`src/rtl/mem_lsu.sv`:
```
// mem_lsu: MEM-stage load/store unit with a handshaked data-memory port.
// Optional build macro: MEM_LSU_MISALIGN_TRAP_EN (alignment faults).
// Handshake rule for both req_* and dmem_req_*: a transfer happens on a rising
// edge where valid and ready are both high; the sender holds all fields stable
// while valid is high and ready is low.
module mem_lsu #(
  parameter int XLEN           = 32,
  parameter int ALEN           = 32,
  parameter int TIMEOUT_CYCLES = 64,
  parameter int NBE            = XLEN / 8
) (
  input  logic            clk,
  input  logic            rst_n,
  input  logic            req_valid,
  output logic            req_ready,
  input  logic            req_we,
  input  logic [ALEN-1:0] req_addr,
  input  logic [XLEN-1:0] req_wdata,
  input  logic [2:0]      req_funct3,
  input  logic [4:0]      req_rs2,
  input  logic            wb_reg_write,
  input  logic [4:0]      wb_rd,
  input  logic [XLEN-1:0] wb_write_data,
  output logic            dmem_req_valid,
  input  logic            dmem_req_ready,
  output logic [ALEN-1:0] dmem_addr,
  output logic            dmem_we,
  output logic [XLEN-1:0] dmem_wdata,
  output logic [NBE-1:0]  dmem_be,
  input  logic            dmem_rsp_valid,
  input  logic [XLEN-1:0] dmem_rdata,
  output logic            rsp_valid,
  output logic [XLEN-1:0] rsp_rdata,
  output logic            rsp_fault,
  output logic            rsp_timeout,
  output logic            stall
);

  localparam int OW = $clog2(NBE);
  localparam int CW = (TIMEOUT_CYCLES > 1) ? $clog2(TIMEOUT_CYCLES + 1) : 1;

  typedef enum logic [1:0] {S_IDLE, S_ISSUE, S_WAIT} state_e;

  state_e            state_q, state_d;
  logic [ALEN-1:0]   addr_q, addr_d;
  logic              we_q, we_d;
  logic [2:0]        f3_q, f3_d;
  logic [XLEN-1:0]   wdata_q, wdata_d;
  logic [NBE-1:0]    be_q, be_d;
  logic [CW-1:0]     cnt_q, cnt_d;
  logic              dmem_req_valid_q, dmem_req_valid_d;
  logic              rsp_valid_q, rsp_valid_d;
  logic [XLEN-1:0]   rsp_rdata_q, rsp_rdata_d;
  logic              rsp_fault_q, rsp_fault_d;
  logic              rsp_timeout_q, rsp_timeout_d;

  logic [XLEN-1:0]   st_data, lane_data;
  logic [NBE-1:0]    lane_be;
  logic [OW-1:0]     req_off;
  logic              legal, misalign;
  logic [63:0]       sh, ext;

  assign req_ready      = (state_q == S_IDLE);
  assign stall          = (state_q != S_IDLE);
  assign dmem_req_valid = dmem_req_valid_q;
  assign dmem_addr      = addr_q;
  assign dmem_we        = we_q;
  assign dmem_wdata     = wdata_q;
  assign dmem_be        = be_q;
  assign rsp_valid      = rsp_valid_q;
  assign rsp_rdata      = rsp_rdata_q;
  assign rsp_fault      = rsp_fault_q;
  assign rsp_timeout    = rsp_timeout_q;
  assign req_off        = req_addr[OW-1:0];

  // Forward store data from WB, then replicate it into every lane and build enables.
  always_comb begin
    st_data = (wb_reg_write && (wb_rd != 5'd0) && (wb_rd == req_rs2)) ? wb_write_data : req_wdata;
    case (req_funct3[1:0])
      2'd0:    begin lane_data = {NBE{st_data[7:0]}};         lane_be = NBE'(1)  << req_off; end
      2'd1:    begin lane_data = {(NBE/2){st_data[15:0]}};    lane_be = NBE'(3)  << req_off; end
      2'd2:    begin lane_data = {(XLEN/32){st_data[31:0]}};  lane_be = NBE'(15) << req_off; end
      default: begin lane_data = st_data;                     lane_be = '1;                  end
    endcase
  end

  // Decide whether the presented funct3 is a supported access for this XLEN.
  always_comb begin
    if (req_we) begin
      legal = (req_funct3 <= 3'd2) || ((req_funct3 == 3'd3) && (XLEN == 64));
    end else begin
      legal = (req_funct3 inside {3'd0, 3'd1, 3'd2, 3'd4, 3'd5}) ||
              ((req_funct3 inside {3'd3, 3'd6}) && (XLEN == 64));
    end
  end

`ifdef MEM_LSU_MISALIGN_TRAP_EN
  // An access whose address is not a multiple of its size traps.
  always_comb begin
    case (req_funct3[1:0])
      2'd0:    misalign = 1'b0;
      2'd1:    misalign = req_addr[0];
      2'd2:    misalign = |req_addr[1:0];
      default: misalign = |req_addr[2:0];
    endcase
  end
`else
  assign misalign = 1'b0;
`endif

  // Shift returned data down to the accessed lane and extend it per funct3.
  always_comb begin
    sh = 64'(dmem_rdata) >> {addr_q[OW-1:0], 3'b000};
    case (f3_q)
      3'd0:    ext = {{56{sh[7]}},  sh[7:0]};
      3'd1:    ext = {{48{sh[15]}}, sh[15:0]};
      3'd2:    ext = {{32{sh[31]}}, sh[31:0]};
      3'd4:    ext = {56'd0, sh[7:0]};
      3'd5:    ext = {48'd0, sh[15:0]};
      3'd6:    ext = {32'd0, sh[31:0]};
      default: ext = sh;
    endcase
  end

  // Next-state logic for the IDLE/ISSUE/WAIT access sequencer and its outputs.
  always_comb begin
    state_d          = state_q;
    addr_d           = addr_q;
    we_d             = we_q;
    f3_d             = f3_q;
    wdata_d          = wdata_q;
    be_d             = be_q;
    cnt_d            = cnt_q;
    dmem_req_valid_d = 1'b0;
    rsp_valid_d      = 1'b0;
    rsp_rdata_d      = '0;
    rsp_fault_d      = 1'b0;
    rsp_timeout_d    = 1'b0;
    case (state_q)
      S_IDLE: begin
        if (req_valid) begin
          addr_d  = req_addr;
          we_d    = req_we;
          f3_d    = req_funct3;
          wdata_d = req_we ? lane_data : '0;
          be_d    = lane_be;
          if (!legal || misalign) begin
            rsp_valid_d = 1'b1;
            rsp_fault_d = 1'b1;
          end else begin
            state_d          = S_ISSUE;
            dmem_req_valid_d = 1'b1;
          end
        end
      end
      S_ISSUE: begin
        if (dmem_req_ready) begin
          if (we_q) begin
            state_d     = S_IDLE;
            rsp_valid_d = 1'b1;
          end else begin
            state_d = S_WAIT;
            cnt_d   = '0;
          end
        end else begin
          dmem_req_valid_d = 1'b1;
        end
      end
      S_WAIT: begin
        if (dmem_rsp_valid) begin
          state_d     = S_IDLE;
          rsp_valid_d = 1'b1;
          rsp_rdata_d = XLEN'(ext);
        end else if ((TIMEOUT_CYCLES != 0) && (cnt_q == CW'(TIMEOUT_CYCLES - 1))) begin
          state_d       = S_IDLE;
          rsp_valid_d   = 1'b1;
          rsp_timeout_d = 1'b1;
        end else begin
          cnt_d = cnt_q + CW'(1);
        end
      end
      default: state_d = S_IDLE;
    endcase
  end

  // State and output registers; reset abandons any access in flight.
  always_ff @(posedge clk) begin
    if (!rst_n) begin
      state_q          <= S_IDLE;
      addr_q           <= '0;
      we_q             <= 1'b0;
      f3_q             <= '0;
      wdata_q          <= '0;
      be_q             <= '0;
      cnt_q            <= '0;
      dmem_req_valid_q <= 1'b0;
      rsp_valid_q      <= 1'b0;
      rsp_rdata_q      <= '0;
      rsp_fault_q      <= 1'b0;
      rsp_timeout_q    <= 1'b0;
    end else begin
      state_q          <= state_d;
      addr_q           <= addr_d;
      we_q             <= we_d;
      f3_q             <= f3_d;
      wdata_q          <= wdata_d;
      be_q             <= be_d;
      cnt_q            <= cnt_d;
      dmem_req_valid_q <= dmem_req_valid_d;
      rsp_valid_q      <= rsp_valid_d;
      rsp_rdata_q      <= rsp_rdata_d;
      rsp_fault_q      <= rsp_fault_d;
      rsp_timeout_q    <= rsp_timeout_d;
    end
  end

endmodule

```
`config.mk`:
```
export PLATFORM = sky130hd
export DESIGN_NAME = mem_lsu
export DESIGN_NICKNAME = d
export VERILOG_FILES = /design/src/rtl/mem_lsu.sv
export SDC_FILE = /design/constraint.sdc
export NUM_CORES = 1
export LEC_CHECK = 0
export BUFFER_PORTS_ARGS = -buffer_cell sky130_fd_sc_hd__buf_4
export CAP_MARGIN = 20
export CORE_MARGIN = 3
export CORE_UTILIZATION = 40
export CTS_BUF_LIST = sky130_fd_sc_hd__clkbuf_2 sky130_fd_sc_hd__clkbuf_4 sky130_fd_sc_hd__clkbuf_8
export CTS_CLUSTER_DIAMETER = 80
export DETAILED_ROUTE_END_ITERATION = 12
export PLACE_DENSITY_LB_ADDON = 0.08
export SLEW_MARGIN = 10
export SYNTH_ARGS = -nofsm -noshare
export SYNTH_HDL_FRONTEND = slang
export SYNTH_SLANG_ARGS = --single-unit
```
`constraint.sdc`:
```
create_clock -name clk -period 2.4 [get_ports clk]
set_clock_uncertainty 0.2 [all_clocks]
set_input_delay 0.36 -clock clk [delete_from_list [all_inputs] [get_ports clk]]
set_output_delay 0.36 -clock clk [all_outputs]
set_load 0.03 [all_outputs]
```
==> impl_metrics.toml <==
[logic_synthesis]
syn-mean-instance-area_um2 = 8.61
synth_nets = 791
yosysSeqAreaShare_pct = 42.7
synth.distinct_cells = 46
synth-seq-cells = 117
syn_area_um2 = 5480
ys_warn_count = 0
async_flop_share_pct = 0
synth_edf_count = 0
synth_flop_cell = "dfxtp_1"
netlist_instances = 637

[cts]
cts_root_buf = "clkbuf_8"
clock_path_buffers = 2
clkTransAtPathRegs_ns = 0.07
htree_levels = 4
clock_latency_ns = 0.42
clock-sinks = 117
cts_buffers = 17
cts_tree = "yes"

[global_route]
grt_overflow_total = 0
grt_pass1_vias = 5796
grt_max_degree = 57
grt_pass1_wl_um = 28000
grt_use_total_pct = 23.4
antenna_found_initial = 0

[floorplanning]
core_area_um2 = 13300
die_area_um2 = 15100
dieHeight_um = 123
dieWidth_um = 123
start_util_pct = 41.1
num_io_pins = 255
num_rows = 42

[critical_path]
crit_end = "dmem_wdata[27]"
cp_data_required_time_ns = 2.52
cp_max_fo = 24
cp.arrival_ns = 2.32
reg2reg_depth = 6
r2r_slack_ns = 0.26
critPathKind = "in -> reg"
worstSetupStartpointType = "input pin"
r2r-end = "rsp_rdata[30]"
endpoint_kind = "register"
worstReg2RegStart = "dmem_addr[1]"
startpoint = "req_funct3[1]"

[drt]
vias = 5790
drc_errors = 0
routed_via_density = 5.14
wl_um = 18100
ant_nets = 0
initialDrtViolationCount = 272
wl_per_cell_um = 16.1
firstDrtPassIters = 5

[sta]
fmax_ghz = 0.455
relSlewSlack_pct = 56.5
final-hold-violation-count = 0
worst_slew_pin_slew_ns = 0.648
period_share_pct = 91.6
hold_ws_ns = 0.0334
rsz0062_at_grt = "false"
setup_viol = 0
fin_crit_ns = 2.20
maxSlewViolCount = 0

[power_and_ir_drop]
p_leak_nw = 3.79
power_density_nw_per_um2 = 584
p_total_mw = 4.96
ir_drop_uv = 465

[placement]
place_congestion = 0.892
dp.final_hpwl_um = 13300
port_buffers = 254

[final_layout]
multiInputGateArea_um2 = 2890
drive_gt1_share_pct = 36.0
syn_to_final_growth_pct = 54.9
diodes = 0
final_util_pct = 63.6
regArea_um2 = 2340
nFillCells = 1170
nNetsFinal = 1093

[job]
max-cap-violations = 0

[min_path]
hp-class = "in -> reg"

[status]
status = "finished, final reports clean"
==> worst max-delay path, stage by stage <==
cell and delay, ns:
dlygate4sd3_1 0.54, buf_4 0.16, inv_1 0.10, ha_1 0.25, clkinv_1 0.11, nand2_1 0.08
buf_4 0.25, o221ai_1 0.18, a32o_1 0.29
==> layer usage <==
| metal | wire, µm | GRT usage, % |
|---|---|---|
| met2 | 9260 | 40.9 |
| met1 | 7300 | 27.3 |
| met5 | 0 | 0 |
| met3 | 1300 | 7.46 |
| met4 | 238 | 7.06 |
==> Yosys cell counts (all sizes together), types with 2 or more instances <==
master	n	area share, %
xor2	4	0.64
nand2	143	9.8
a21oi	38	3.5
and3	11	1.3
clkbuf	35	2.4
xnor2	6	0.96
nor2b	11	1.3
a211oi	15	2.3
mux2	9	1.8
nand2b	2	0.23
o211ai	16	2.2
dfxtp	117	43
ha	6	1.4
a21boi	44	6.0
a32o	8	1.5
nand3	2	0.18
mux2i	34	6.5
o211a	8	1.5
nor3	13	1.3
nor2	29	2.0
buf	14	1.7
o21ai	21	1.9
inv	6	0.41
nand4	2	0.23
and2	13	1.5
or3	2	0.23
o221ai	16	2.6
==> repair_timing <==
| action | CTS | global route |
|---|---|---|
| setup buffers | 0 | 0 |
| hold buffers | 41 | 0 |
| hold endpoints to repair | 41 | 0 |
| resized for setup | 0 | 0 |
==> cell type report <==
type	instances	share of cell area, %
Tap cell	176	2.59
Multi-Input combinational cell	464	34.1
Clock buffer	20	3.17
Timing Repair Buffer	332	30.7
Sequential cell	117	27.6
Inverter	7	0.310
Clock inverter	11	1.56
==> stage by stage <==
stage          instances  cell area (µm²)  worst slack [ns]  setup TNS (ns)
2_1_floorplan        637             5480             0.196               0
3_3_place_gp        1055             7680           0.00566               0
3_5_place_dp        1055             7680           -0.0301         -0.0301
4_1_cts             1127             8490             0.242               0
5_1_grt             1127             8490             0.102               0
6_report            1127             8490             0.202               0
==> report_power, final <==
part / internal (mW) / switching [mW]
combinational: 0.487 / 0.557
sequential: 2.02 / 0.0485
clock: 1.07 / 0.775
==> state kept, by name, indices dropped and copies added (netlist names) <==
| name | cells |
|---|---|
| rsp_fault | 1 |
| dmem_we | 1 |
| rsp_valid | 1 |
| f3_q | 3 |
| dmem_req_valid | 1 |
| cnt_q | 7 |
| rsp_rdata | 32 |
| dmem_addr | 32 |
| rsp_timeout | 1 |
| dmem_be | 4 |
| state_q | 2 |
| dmem_wdata | 32 |
==> worst min-delay path by stage <==
stage	from	end	slack, ns	cells after the start
3_5_place_dp	dmem_wdata[20]	dmem_wdata[20]	0.25	2
2_1_floorplan	dmem_rsp_valid	rsp_timeout	0.24	1
6_report	req_addr[0]	dmem_addr[0]	0.03	3
4_1_cts	req_addr[0]	dmem_addr[0]	0.003	3
3_3_place_gp	dmem_addr[10]	dmem_addr[10]	0.25	2
5_1_grt	req_addr[0]	dmem_addr[0]	0.02	3
==> cell usage in the layout (no fill, tap or decap), drive strengths merged, types with 6 or more instances in the layout <==
cell type      n
and2          13
a21boi        44
mux2           9
nor2b         11
nor2          29
xnor2          6
o21ai         21
clkbuf        20
o211ai        16
buf          291
ha             6
a21oi         38
clkinv         8
nand2        143
o211a          8
inv            6
a211oi        15
a32o           8
mux2i         34
and3          11
nor3          13
dfxtp        117
o221ai        16
dlygate4sd3   41
==> cells by family (layout without fill, tap and decap cells) <==
| logic type | count (synthesis) | after routing | synth area share (%) |
|---|---|---|---|
| muxes | 43 | 43 | 8.33 |
| xor gates and xnor gates | 10 | 10 | 1.60 |
| and+or+nand+nor | 233 | 233 | 18.7 |
| buffers and inverters | 56 | 370 | 4.56 |
| AOI/OAI and AO/OA | 172 | 172 | 22.7 |
| adders and majority gates | 6 | 6 | 1.37 |
| DFF | 117 | 117 | 42.7 |
Power figures use the tool's default switching activity.
